===== config.mk =====
export PLATFORM = sky130hd
export DESIGN_NAME = sprite_motion_controller
export DESIGN_NICKNAME = d
export VERILOG_FILES = /design/src/rtl/sprite_motion_controller.sv
export SDC_FILE = /design/constraint.sdc
export NUM_CORES = 1
export LEC_CHECK = 0
export BUFFER_PORTS_ARGS = -buffer_cell sky130_fd_sc_hd__buf_4
export CAP_MARGIN = 10
export CORE_MARGIN = 3
export CORE_UTILIZATION = 55
export DETAILED_ROUTE_END_ITERATION = 16
export PLACE_DENSITY = 0.83
export SYNTH_ARGS = -nofsm -noshare
export SYNTH_HDL_FRONTEND = slang
export SYNTH_SLANG_ARGS = --single-unit
export TNS_END_PERCENT = 5

===== constraint.sdc =====
create_clock -name clk -period 3.8 [get_ports clk]
set_input_delay 0.76 -clock clk [delete_from_list [all_inputs] [get_ports clk]]
set_output_delay 0.76 -clock clk [all_outputs]
set_load 0.03 [all_outputs]

===== src/rtl/sprite_motion_controller.sv =====
// Per-frame position sequencer for the player sprite: moves, clamps, reverts and blinks on
// collision, and produces registered bracket/offset signals aligned with the pixel stream.
module sprite_motion_controller #(
   parameter int unsigned OBJECT_WIDTH_X = 11,
   parameter int unsigned OBJECT_HEIGHT_Y = 48,
   parameter int unsigned SCREEN_W = 640,
   parameter int unsigned SCREEN_H = 480,
   parameter int unsigned INIT_X = 320,
   parameter int unsigned INIT_Y = 400,
   parameter int unsigned SPEED = 4,
   parameter int unsigned BLINK_FRAMES = 32
) (
   input  logic        clk,
   input  logic        reset,
   input  logic        startOfFrame,
   input  logic [10:0] pixelX,
   input  logic [10:0] pixelY,
   input  logic        moveLeft,
   input  logic        moveRight,
   input  logic        moveUp,
   input  logic        moveDown,
   input  logic        collision,
   output logic        InsideRectangle,
   output logic [10:0] offsetX,
   output logic [10:0] offsetY,
   output logic [10:0] topLeftX,
   output logic [10:0] topLeftY,
   output logic        blinkActive
);
   localparam int unsigned CW = 11;
   localparam int unsigned EW = 12;
   localparam int unsigned BW = 6;
   localparam logic [CW-1:0] X_MAX = CW'(SCREEN_W - OBJECT_WIDTH_X);
   localparam logic [CW-1:0] Y_MAX = CW'(SCREEN_H - OBJECT_HEIGHT_Y);
   localparam logic [CW-1:0] X_RST = CW'(INIT_X);
   localparam logic [CW-1:0] Y_RST = CW'(INIT_Y);
   localparam logic [BW-1:0] BLINK_LAST = BW'(BLINK_FRAMES - 1);

   typedef enum logic {NORMAL = 1'b0, BLINK = 1'b1} state_t;

   state_t        state, state_next;
   logic [CW-1:0] prev_x, prev_y;
   logic [CW-1:0] x_next, y_next, prev_x_next, prev_y_next;
   logic [BW-1:0] blink_cnt, cnt_next;
   logic          col_latch, col_latch_next, col_hit;
   logic [EW-1:0] px, py, lx, ly;
   logic          in_x, in_y, visible;

   // One axis of motion: saturating step in 12-bit signed arithmetic.
   function automatic logic [CW-1:0] step_axis(input logic [CW-1:0] pos, input logic dec,
                                               input logic inc, input logic [CW-1:0] max_pos);
      logic signed [EW-1:0] sum;
      logic [CW-1:0]        res;
      res = pos;
      if (dec && !inc) begin
         sum = $signed({1'b0, pos}) - $signed(EW'(SPEED));
         res = sum[EW-1] ? '0 : CW'(sum);
      end else if (inc && !dec) begin
         sum = $signed({1'b0, pos}) + $signed(EW'(SPEED));
         res = (sum > $signed({1'b0, max_pos})) ? max_pos : CW'(sum);
      end
      return res;
   endfunction

   // A collision on the startOfFrame cycle still belongs to the ending frame.
   assign col_hit = col_latch | collision;

   always_ff @(posedge clk or posedge reset) begin
      if (reset) begin
         state       <= NORMAL;
         blinkActive <= 1'b0;
      end else begin
         state       <= state_next;
         blinkActive <= (state_next == BLINK);
      end
   end

   always_comb begin
      state_next = state;
      if (startOfFrame) begin
         if (col_hit)
            state_next = BLINK;
         else if (state == BLINK && blink_cnt == BLINK_LAST)
            state_next = NORMAL;
      end
   end

   always_comb begin
      x_next         = topLeftX;
      y_next         = topLeftY;
      prev_x_next    = prev_x;
      prev_y_next    = prev_y;
      cnt_next       = blink_cnt;
      col_latch_next = col_latch | collision;
      if (startOfFrame) begin
         col_latch_next = 1'b0;
         if (col_hit) begin
            x_next   = prev_x;
            y_next   = prev_y;
            cnt_next = '0;
         end else begin
            prev_x_next = topLeftX;
            prev_y_next = topLeftY;
            x_next      = step_axis(topLeftX, moveLeft, moveRight, X_MAX);
            y_next      = step_axis(topLeftY, moveUp, moveDown, Y_MAX);
            if (state == BLINK)
               cnt_next = (blink_cnt == BLINK_LAST) ? '0 : blink_cnt + BW'(1);
         end
      end
   end

   // Bracket test in 12 bits so topLeft+width never wraps.
   assign px      = {1'b0, pixelX};
   assign py      = {1'b0, pixelY};
   assign lx      = {1'b0, topLeftX};
   assign ly      = {1'b0, topLeftY};
   assign in_x    = (px >= lx) && (px < lx + EW'(OBJECT_WIDTH_X));
   assign in_y    = (py >= ly) && (py < ly + EW'(OBJECT_HEIGHT_Y));
   assign visible = in_x && in_y && !(state == BLINK && blink_cnt[2]);

   always_ff @(posedge clk or posedge reset) begin
      if (reset) begin
         topLeftX        <= X_RST;
         topLeftY        <= Y_RST;
         prev_x          <= X_RST;
         prev_y          <= Y_RST;
         blink_cnt       <= '0;
         col_latch       <= 1'b0;
         InsideRectangle <= 1'b0;
         offsetX         <= '0;
         offsetY         <= '0;
      end else begin
         topLeftX        <= x_next;
         topLeftY        <= y_next;
         prev_x          <= prev_x_next;
         prev_y          <= prev_y_next;
         blink_cnt       <= cnt_next;
         col_latch       <= col_latch_next;
         InsideRectangle <= visible;
         offsetX         <= visible ? pixelX - topLeftX : '0;
         offsetY         <= visible ? pixelY - topLeftY : '0;
      end
   end
endmodule


---- After elaboration in Yosys (flattened, before gate mapping) ----
Index checks and enable logic that the tools add are counted.
word-level totals
  memories ................................ 0
  word-level logic and storage cells ...... 70
  input bits .............................. 30
  memory bits (read-only) ................. 0
  latch bits .............................. 0
  flip-flop bits (word level) ............. 75
  RAM bits ................................ 0
  output and inout bits ................... 46
operators by class
  div/mod/pow operators ................... 0
  shift-type cells ........................ 0
  equal/unequal tests ..................... 1
  multipliers ............................. 0
  bitwise logic cells ..................... 2
  magnitude comparators ................... 6
  mux-type cells .......................... 18
  $add $sub $neg .......................... 9
  reductions and logical operators ........ 24
operator list
  cell                                                              count
  2-to-1 mux 11 bit                                                 12
  adder 11 x 3 -> 12 bit (second input constant)                    2
  less-than comparator 11 x 12 -> 1 bit                             2
  subtractor 11 x 3 -> 12 bit (second input constant)               2
  greater-or-equal comparator 11 bit                                2
  subtractor 11 bit                                                 2
  2-to-1 mux 6 bit                                                  3
  adder 11 x 4 -> 12 bit (second input constant)                    1
  adder 11 x 6 -> 12 bit (second input constant)                    1
  greater-than comparator 12 x 10 -> 1 bit (second input constant)  1
  greater-than comparator 12 x 11 -> 1 bit (second input constant)  1
  logical AND 1 bit                                                 10
  AND reduction 2 bit                                               5
  adder 6 x 1 -> 6 bit (second input constant)                      1
  equality test 6 x 5 -> 1 bit (second input constant)              1
  nonzero test 3 bit                                                2
  logical NOT 1 bit                                                 5
  nonzero test 2 bit                                                2
  2-to-1 mux 1 bit                                                  3
  NOT 1 bit                                                         1
  OR 1 bit                                                          1

---- Depth between registers and ports, before layout ----
  word-level depth ........................ 6
  gate-level depth with buffers ........... 15
  depth with buffers taken out ............ 14

---- Worst setup path after synthesis ----
Ideal clock, no wire load.
  path type ............................... flip-flop to flip-flop
  from .................................... register topLeftX[3]
  to ...................................... register offsetX[7]
  arrival time ............................ 3000 ps
  library setup time ...................... 101 ps
  path buffers ............................ 2
  slack ................................... 699 ps
  required time ........................... 3699 ps
  period minus slack after synthesis ...... 3101 ps
  cell stages (with the launch flop) ...... 15
  cells stage by stage .................... dfrtp_1 buf_6 inv_1 ha_1 a21oi_1 nor2_1 xnor2_1 ha_1 a211oi_1 nand2_1 o41ai_1 a21oi_1 a31o_2 clkbuf_1 nor4_1
between the ends
  word-level cells in the longest chain between the ends .. 6
  elaborated cells between the ends (all ways) .. 8
  classes of those cells .................. add/sub: 2; order compare: 2; mux: 1; reduce/logical: 3
RTL lines
  item                                   RTL line  RTL
  start: declaration                     26        output logic [10:0] topLeftX,
  start signal: assignment               133       topLeftX <= x_next;
  adder 11 x 4 -> 12 bit                 117       assign in_x = (px >= lx) && (px < lx + EW'(OBJECT_WIDTH_X));
  less-than comparator 11 x 12 -> 1 bit  117
  logical AND 1 bit                      117
  logical AND 1 bit (2 in a row)         119       assign visible = in_x && in_y && !(state == BLINK && blink_cnt[2]);
  2-to-1 mux 11 bit (*)                  140       offsetX <= visible ? pixelX - topLeftX : '0;
  end signal: assignment                 140
  end: declaration                       24        output logic [10:0] offsetX,
Mark *: on every way between the ends. The rest lies on a longest branch, timed or not.
A chain may end at the register's enable or synchronous reset.

---- Final worst setup path ----
  from .................................... register topLeftX[3]
  to ...................................... register offsetY[6]
between the ends
  word-level cells in the longest chain between the ends .. 6
  elaborated cells between the ends (all ways) .. 7
  classes of those cells .................. add/sub: 1; order compare: 2; mux: 1; reduce/logical: 3
RTL lines
  item                                   RTL line  RTL
  adder 11 x 4 -> 12 bit                 117
  less-than comparator 11 x 12 -> 1 bit  117
  logical AND 1 bit (*)                  117
  logical AND 1 bit (*) (2 in a row)     119
  2-to-1 mux 11 bit (*)                  141       offsetY <= visible ? pixelY - topLeftY : '0;
  end signal: assignment                 141
  end: declaration                       25        output logic [10:0] offsetY,
Marks and branches as above.

==> impl_metrics.ini <==
[global_routing]
grt_pass1_vias = 5081
grt_max_degree = 41
antenna_found_initial = 0
gr-total-overflow = 0
grt_first_pass_wirelength_um = 25300
grt_usage_pct = 26.7

[drt]
routed_wl_um = 15500
drc_errors = 0
via_count = 5541
wl_per_cell_um = 17.7
drt_iter0_markers = 644
ant_nets = 0
routed_via_density = 6.33
firstDrtPassIters = 5

[worst_setup_path]
path_cells = inv_1 > ha_1 > a21oi_1 > nor2_1 > nand3_1 > xnor2_1 > ha_1 > a211oi_1 > nand2_1 > o41ai_1 > a21oi_1 > a31o_2 > nor4b_1
cp-startpoint = topLeftX[3]$_DFFE_PP0P_
cp-end-kind = flop
cp.required_ns = 4.03
r2r_cells = 13
arrival_ns = 3.65
rr_startpoint = topLeftX[3]$_DFFE_PP0P_
critPathMaxStageDelay_ns = 0.61
crit_end = offsetY[6]$_DFF_PP0_
critPathMaxFanout = 23
reg2reg_to = offsetY[6]$_DFF_PP0_
crit_path_top_delay_cell = dfrtp_1
criticalPathCategory = flop to flop
ff2ff_setup_slack_ns = 0.38
start_kind = flop

[power]
p_per_area_nw_per_um2 = 649
leakagePower_nw = 2.90
irDropWorstVdd_mv = 0.296
total_power_mw = 4.32

[placement]
gp_congestion = 0.960
hpwl_um = 11500
portBuffers = 75

[clock_tree]
cts_tree = yes
root_buffer = clkbuf_8
ctsHoldBuffers = 0
cts_buffers = 9
clk_latency_ns = 0.35
cts_resized = 0
cts_setup_buffers = 0
clkTransAtPathRegs_ns = 0.08
clock_sinks = 75
clockBufferDepth = 2
htree_levels = 3

[logic_synthesis]
ys_seq_elements = 75
synthArstFlopShare_pct = 100
synth_nets = 754
synth.largest_area_cell = dfrtp_1
synth_edf_count = 0
syn_inst = 671
ys_types = 73
netlist_area_sq_um = 5710
ys_top_cells_by_count = nand2_1, o21ai_0, dfrtp_1, ha_1
syn_area_per_cell_sq_um = 8.52
yosysMostFrequentCell = nand2_1
synth-seq-area-share_pct = 33.1
yosys-top-cells-area = dfrtp_1, ha_1, o21ai_0
synth_top_area_share_pct = 28.5
yosys_warnings = 0
synthFlopType = dfrtp_1

[sta]
max-slew-margin-rel_pct = 28.7
period_needed_ns = 3.42
fin_skew_ns = 0.0137
fin_crit_sh_pct = 90.0
hold_viol_final = 0
clock.fmax_mhz = 292
worstMarginPinSlew_ns = 1.07
drv_slew = 0
rsz0062_at_grt = false
tns_ns = 0
setup_viol = 0

[layout]
n_antenna_cell = 0
layout-drive-gt1-share_pct = 18.3
nFillCells = 803
nNetsFinal = 820
area_growth_pct = 16.3

[outcome]
status = finished clean

[floorplan]
pin_count = 76
die_w_um = 108
die_h_um = 108
die-area_sq_um = 11600
num_rows = 36
floorplan.initialDensity_pct = 57.4
core_sq_um = 9950

[job]
drv_cap = 0

[worst_hold_path]
min_path_type = flop to flop
==> flip-flops by register name (all words and copies together), names as in the netlist <==
register / flops
offsetX: 11
topLeftX: 11
prev_x: 11
InsideRectangle: 1
state: 1
topLeftY: 11
blink_cnt: 6
prev_y: 11
offsetY: 11
col_latch: 1
==> report_power, final <==
| part | switching, mW | internal (mW) |
|---|---|---|
| Clock | 0.298 | 0.473 |
| Sequential | 0.259 | 0.998 |
| Combinational | 1.39 | 0.899 |
| Total | 1.95 | 2.37 |
==> cell usage in the layout, fill, tap and decap left out, drive strengths merged, types with 12 or more instances in the layout <==
cell    Yosys  final
dfrtp      65     65
nand2      74     74
nand3      21     21
clkbuf     21     12
ha         51     51
inv        39     39
nor2       30     30
nor3       39     39
a21oi      36     36
xnor2      26     26
o21ai      70     70
nand4      12     12
buf        10     86
==> cell families (layout without fill, tap and decap cells) <==
family	after synthesis	count (layout)	share of synthesized area [%]
simple gates	231	231	20.4
compound gates	205	205	24.0
buf+inv	71	142	5.06
xor+xnor	32	32	4.90
fa+ha+maj	53	53	11.9
flops	75	75	33.1
mux	4	4	0.701
==> final cells by class <==
type                    instances  area [sq um]  area share, %
clock buffers                  12           155           2.33
multi-input cells             525          3540           53.3
clock inverters                 4          97.6           1.47
well taps                     133           166           2.50
inverters                      40           150           2.26
repair buffers                 86           646           9.71
flip-flops and latches         75          1890           28.4
==> worst max-delay path: cells and delay by family, from the launching register on <==
family,cells,cell delay [ns]
AOI/OAI and AO/OA,5,1.30
and+or+nand+nor,4,0.66
DFF,1,0.61
adders and majority gates,2,0.44
buffers and inverters,1,0.21
xor gates and xnor gates,1,0.08
==> per-stage QoR <==
| stage | cell area (sq um) | utilization (%) | worst slack [ns] | cells | hold slack, ns |
|---|---|---|---|---|---|
| floorplan | 5710 | - | 0.699 | 671 | 0.443 |
| global placement | 6390 | 64.2 | 0.549 | 859 | 0.458 |
| detailed placement | 6390 | 64.2 | 0.475 | 859 | 0.467 |
| CTS | 6650 | 66.8 | 0.436 | 875 | 0.486 |
| global route | 6650 | 66.8 | 0.156 | 875 | 0.512 |
| finish | 6650 | 66.8 | 0.381 | 875 | 0.486 |
==> layer usage <==
layer | wire length, um | vias to the layer above | GRT usage [%] | part of all wire (%)
met5 | 0 | - | 0 | 0
met4 | 172 | 0 | 6.31 | 1.1
met3 | 1230 | 19 | 5.07 | 8.0
met2 | 7470 | 267 | 43.7 | 48
met1 | 6610 | 2651 | 36.8 | 43
li1 | - | 2604 | - | -
==> worst min-delay path by stage <==
stage | from | end | slack (ns) | depth (start not counted)
5_1_grt | prev_y[7]$_DFFE_PP1P_ | prev_y[7]$_DFFE_PP1P_ | 0.51 | 2
4_1_cts | prev_y[0]$_DFFE_PP0P_ | prev_y[0]$_DFFE_PP0P_ | 0.49 | 2
2_1_floorplan | prev_y[3]$_DFFE_PP0P_ | prev_y[3]$_DFFE_PP0P_ | 0.44 | 2
3_3_place_gp | prev_y[0]$_DFFE_PP0P_ | prev_y[0]$_DFFE_PP0P_ | 0.46 | 2
6_report | prev_y[6]$_DFFE_PP0P_ | prev_y[6]$_DFFE_PP0P_ | 0.49 | 2
3_5_place_dp | prev_y[0]$_DFFE_PP0P_ | prev_y[0]$_DFFE_PP0P_ | 0.47 | 2
Note: power is estimated with default switching activity, not from simulation.
